==> config.mk <==
export PLATFORM = sky130hd
export DESIGN_NAME = regfile_mp
export DESIGN_NICKNAME = d
export VERILOG_FILES = /design/src/rtl/regfile_pkg.sv /design/src/rtl/regfile_scoreboard.sv /design/src/rtl/regfile_mp.sv
export SDC_FILE = /design/constraint.sdc
export NUM_CORES = 2
export LEC_CHECK = 0
export ABC_CLOCK_PERIOD_IN_PS = 51700
export BUFFER_PORTS_ARGS = -buffer_cell sky130_fd_sc_hd__buf_2
export CORE_MARGIN = 2
export CORE_UTILIZATION = 45
export CTS_CLUSTER_DIAMETER = 50
export DETAILED_ROUTE_END_ITERATION = 7
export HOLD_SLACK_MARGIN = 0.08
export PLACE_DENSITY = 0.64
export SYNTH_ARGS = -nofsm -noshare
export SYNTH_HDL_FRONTEND = slang
export SYNTH_SLANG_ARGS = --single-unit
==> constraint.sdc <==
create_clock -name clk -period 51.7 [get_ports clk]
set_input_delay 5.17 -clock clk [delete_from_list [all_inputs] [get_ports clk]]
set_output_delay 5.17 -clock clk [all_outputs]
set_load 0.02 [all_outputs]
==> src/rtl/regfile_pkg.sv <==
// rtl/regfile_pkg.sv - shared defaults and helpers for the multi-port register file
package regfile_pkg;

    localparam int XLEN_DEFAULT = 32;
    localparam int NREG_DEFAULT = 32;
    localparam int ZERO_REG     = 0;

    function automatic int clog2(input int value);
        int result;
        result = 0;
        for (int i = 0; i < 31; i++) begin
            if ((1 << i) < value) begin
                result = i + 1;
            end
        end
        return result;
    endfunction

endpackage

==> src/rtl/regfile_scoreboard.sv <==
// rtl/regfile_scoreboard.sv - per-register busy bits with reserve/clear priority
module regfile_scoreboard
    import regfile_pkg::*;
#(
    parameter int NREG = NREG_DEFAULT,
    parameter int NRD  = 2,
    parameter int NWR  = 1,
    parameter int AW   = clog2(NREG)
) (
    input  logic              clk,
    input  logic              rst,
    input  logic [NWR-1:0]    w_enable,
    input  logic [NWR*AW-1:0] rd_num,
    input  logic              rsv_enable,
    input  logic [AW-1:0]     rsv_num,
    input  logic [NRD*AW-1:0] rs_num,
    output logic [NRD-1:0]    rs_busy,
    output logic [NREG-1:0]   busy_vec
);

    logic [NREG-1:0] busy_q;
    logic [NREG-1:0] busy_d;

    // Clears are applied first so a same-cycle reservation keeps the register pending.
    always_comb begin
        busy_d = busy_q;
        for (int i = 0; i < NWR; i++) begin
            if (w_enable[i]) begin
                busy_d[rd_num[i*AW +: AW]] = 1'b0;
            end
        end
        if (rsv_enable) begin
            busy_d[rsv_num] = 1'b1;
        end
        busy_d[ZERO_REG] = 1'b0;
    end

    always_ff @(posedge clk or posedge rst) begin
        if (rst) begin
            busy_q <= '0;
        end else begin
            busy_q <= busy_d;
        end
    end

    always_comb begin
        rs_busy = '0;
        for (int j = 0; j < NRD; j++) begin
            rs_busy[j] = busy_q[rs_num[j*AW +: AW]];
        end
    end

    assign busy_vec = busy_q;

endmodule

==> src/rtl/regfile_mp.sv <==
// rtl/regfile_mp.sv - parametrised multi-port integer register file with bypass and scoreboard
module regfile_mp
    import regfile_pkg::*;
#(
    parameter int XLEN   = XLEN_DEFAULT,
    parameter int NREG   = NREG_DEFAULT,
    parameter int NRD    = 2,
    parameter int NWR    = 1,
    parameter int BYPASS = 1,
    parameter int AW     = clog2(NREG)
) (
    input  logic                clk,
    input  logic                rst,
    input  logic [NRD*AW-1:0]   rs_num,
    output logic [NRD*XLEN-1:0] rs_data,
    output logic [NRD-1:0]      rs_busy,
    input  logic [NWR-1:0]      w_enable,
    input  logic [NWR*AW-1:0]   rd_num,
    input  logic [NWR*XLEN-1:0] rd_data,
    input  logic                rsv_enable,
    input  logic [AW-1:0]       rsv_num,
    output logic [NREG-1:0]     busy_vec
);

    logic [XLEN-1:0] regs_q [NREG];
    logic [XLEN-1:0] regs_d [NREG];
    logic [NRD-1:0]  sb_busy;

    // Ascending port order lets the highest-index writer win a conflict.
    always_comb begin
        for (int r = 0; r < NREG; r++) begin
            regs_d[r] = regs_q[r];
        end
        for (int i = 0; i < NWR; i++) begin
            if (w_enable[i] && (rd_num[i*AW +: AW] != AW'(ZERO_REG))) begin
                regs_d[rd_num[i*AW +: AW]] = rd_data[i*XLEN +: XLEN];
            end
        end
        regs_d[ZERO_REG] = '0;
    end

    always_ff @(posedge clk or posedge rst) begin
        if (rst) begin
            for (int r = 0; r < NREG; r++) begin
                regs_q[r] <= '0;
            end
        end else begin
            for (int r = 0; r < NREG; r++) begin
                regs_q[r] <= regs_d[r];
            end
        end
    end

    regfile_scoreboard #(
        .NREG (NREG),
        .NRD  (NRD),
        .NWR  (NWR),
        .AW   (AW)
    ) u_scoreboard (
        .clk        (clk),
        .rst        (rst),
        .w_enable   (w_enable),
        .rd_num     (rd_num),
        .rsv_enable (rsv_enable),
        .rsv_num    (rsv_num),
        .rs_num     (rs_num),
        .rs_busy    (sb_busy),
        .busy_vec   (busy_vec)
    );

    // Reset also masks the bypass so reads show zero for as long as rst is high.
    always_comb begin
        rs_data = '0;
        rs_busy = '0;
        for (int j = 0; j < NRD; j++) begin
            rs_data[j*XLEN +: XLEN] = regs_q[rs_num[j*AW +: AW]];
            rs_busy[j]              = sb_busy[j];
            if (BYPASS != 0) begin
                for (int i = 0; i < NWR; i++) begin
                    if (w_enable[i] && (rd_num[i*AW +: AW] != AW'(ZERO_REG)) &&
                        (rd_num[i*AW +: AW] == rs_num[j*AW +: AW])) begin
                        rs_data[j*XLEN +: XLEN] = rd_data[i*XLEN +: XLEN];
                        rs_busy[j]              = 1'b0;
                    end
                end
            end
            if (rst || (rs_num[j*AW +: AW] == AW'(ZERO_REG))) begin
                rs_data[j*XLEN +: XLEN] = '0;
                rs_busy[j]              = 1'b0;
            end
        end
    end

endmodule
==> metrics.txt <==
largest net degree at the start of global routing 172; grt total ovfl 0; period utilisation layout 0.289; total of max-cap violations 0; WP data required 46.53 ns; Core Box Area 124,000 um^2; multi-input combinational cell area ~29,000 um^2; final total power 2490 uW; Area Overhead vs Synth 10.6%; fillcell total 10.8k; WS Path Type primary input to output pin; YS warnings 0; Placed Cells about 5.5k; Non-Filler Instances 5,685; syn_nets 4,066; startpoint type of the worst setup path primary input; endpoints failing setup 0; CTS Buffer Depth 3; Hold Crit Class flop to flop; final WL between 150,000 and 200,000 um; total track usage 0.305; first drt pass iteration count 8; peak supply drop 26.7 uV; Syn Area/Cell ~14 um^2; H-tree depth 3; crit path time final 14.92 ns; Worst Max-Slew Pin Slew 1.17 ns; Initial Utilization 0.453; skew final 0 ns; synth top area cells dfrtp_1 (46%), mux2_2 (23%), mux4_2 (14%); DRC 0; outcome completed; RSZ-0062 raised after global routing false; Hold Buf Count CTS 0; io pins around 150; Crit. End Element output pin; fraction of layout cells with a size suffix above 1 0.493; CTS tree yes; Port Buffer Count roughly 150; cts bufs inserted 121; fmax 67.0 MHz; Resize count post-CTS 0; Via-to-Cell Ratio about 6.8; TNS Setup 0 ns; row count 129; Synth top area share 0.457; Antenna Nets Post-Route 0; Leak Pwr ~0.027 uW; CTS Sinks 1,023; Yosys top cell by area dfrtp_1; Layout Nets 3,999; post-synthesis sequential area ratio 0.457; Final Hold Viols 0; Power Density 40.3 nW/um^2; post-synthesis async set-or-reset flop share 1.00; top_reg_cell synth dfrtp_1; Synth cell types 58; WL/cell 34.3 um; Reg clk slew, reported paths approximately 0.050 ns; Clock Latency Late Sink between 0.7 and 0.8 ns; fin. max-slew vios 0; Die Ht 357 um; Synth Instances 4,010; root buf cell clkbuf_16; Placer Congestion between 0.8 and 0.9; Chip Width between 300 and 400 um; Slew HR 0.219; FF/Latch Area 25,600 um^2; post-detail-place hpwl 102,000 um; Post-CTS Setup Bufs 0; CP max FO 74; first-pass GRT wire length 281,000 um; #FFs+latches synth 1,023; die area 127,000 um^2; vias in the first global route between 30k and 40k; drt initial violations between 4k and 5k; WP data arrival 9.75 ns; synthesized cell area around 56,000 um^2; vias roughly 39k; EDFF count, synth 0; initial antenna violation count 7
[cells in the mapped netlist, types with 5 or more instances]
library cell     n
or2_2           11
o21ai_0         69
a22o_1          42
nor2_1          62
buf_2           81
nand4_1          5
a211oi_1        19
mux4_2         349
nand3b_1         8
or3_1            9
dfrtp_1       1023
clkbuf_1       210
nand2b_1         8
xor2_1           6
a21oi_1         58
mux2_2        1134
nand3_1         26
a221o_1         19
mux2_1           8
a2111oi_0       10
a31oi_1         25
a22oi_1         51
o31ai_1         15
buf_4           59
o22ai_1         97
mux2i_1        243
nor3_1          26
o32a_1          10
buf_1           62
nand2_1         88
o221ai_1        51
nor3b_1         10
nor2b_1         26
buf_6           20
o41ai_1         11
[stage by stage]
step / worst slack [ns] / util / hold WS (ns) / area [um^2]
5_1_grt: 36.72 / 0.501 / 0.535 / 61900
2_1_floorplan: 16.86 / - / 0.471 / 56000
3_3_place_gp: 36.93 / 0.467 / 0.493 / 57700
4_1_cts: 36.94 / 0.501 / 0.519 / 61900
6_report: 36.78 / 0.501 / 0.520 / 61900
3_5_place_dp: 36.94 / 0.467 / 0.497 / 57700
[cells by family (layout without fill, tap and decap cells)]
kind of cell	after synthesis	in the layout	synth area share
muxes	1734	1734	0.413
DFF	1023	1023	0.457
xor gates and xnor gates	10	10	0.00156
and+or+nand+nor	296	296	0.0259
other	1	2	0.0000670
AOI/OAI and AO/OA	510	510	0.0642
buffers and inverters	436	473	0.0377
[worst max-delay path, cell delays in order]
cell and delay, ns:
buf_8 0.46, buf_4 0.76, buf_4 0.87, nor3_1 0.20, a21oi_4 0.28, buf_4 0.56
and2_1 0.44, nand4_1 0.15, o211ai_1 0.24, buf_2 0.25
[where the power goes]
group	internal, uW	switching, uW
Clock	534	365
Sequential	959	120
Combinational	290	227
[cell type report]
cell class	instances	share of cell area
inverters	4	0.000384
diodes	1	0.0000404
flip-flops and latches	1023	0.413
well taps	1637	0.0331
clock buffers	159	0.0555
multi-input cells	2551	0.461
clock inverters	68	0.0125
repair buffers	242	0.0247
[path summary, 6_finish.rpt]
kind	from	end	slack, ns	depth (start not counted)
setup / recovery	rs_num[6]	rs_data[60]	36.78	10
hold / removal	regs_q[699]	regs_q[699]	0.52	1
setup reg to reg	regs_q[424]	regs_q[424]	50.88	1
hold reg to reg	regs_q[699]	regs_q[699]	0.52	1
max in group asynchronous	rst	regs_q[892]	44.58	4
min in group asynchronous	rst	regs_q[799]	4.68	2
[layout by cell type, fill, tap and decap left out, types with 42 or more instances in the layout]
master and instances:
mux4_2 349, o22ai_1 97, o21ai_0 69, buf_4 90
buf_2 144, nand2_1 71, a22oi_1 51, a22o_1 42
a21oi_1 58, mux2_2 1134, clkbuf_16 125, o221ai_1 51
dfrtp_1 1023, nor2_1 49, mux2i_1 243
[flip-flops by register name (all words and copies together), names as in the netlist]
| register | cells |
|---|---|
| u_scoreboard.busy_vec | 31 |
| regs_q | 992 |
[per-layer routing]
metal,part of all wire,GRT usage
met5,0.00027,0
met4,0.044,0.124
met3,0.096,0.0680
met2,0.45,0.461
met1,0.41,0.427
Note: power is estimated with default switching activity, not from simulation.
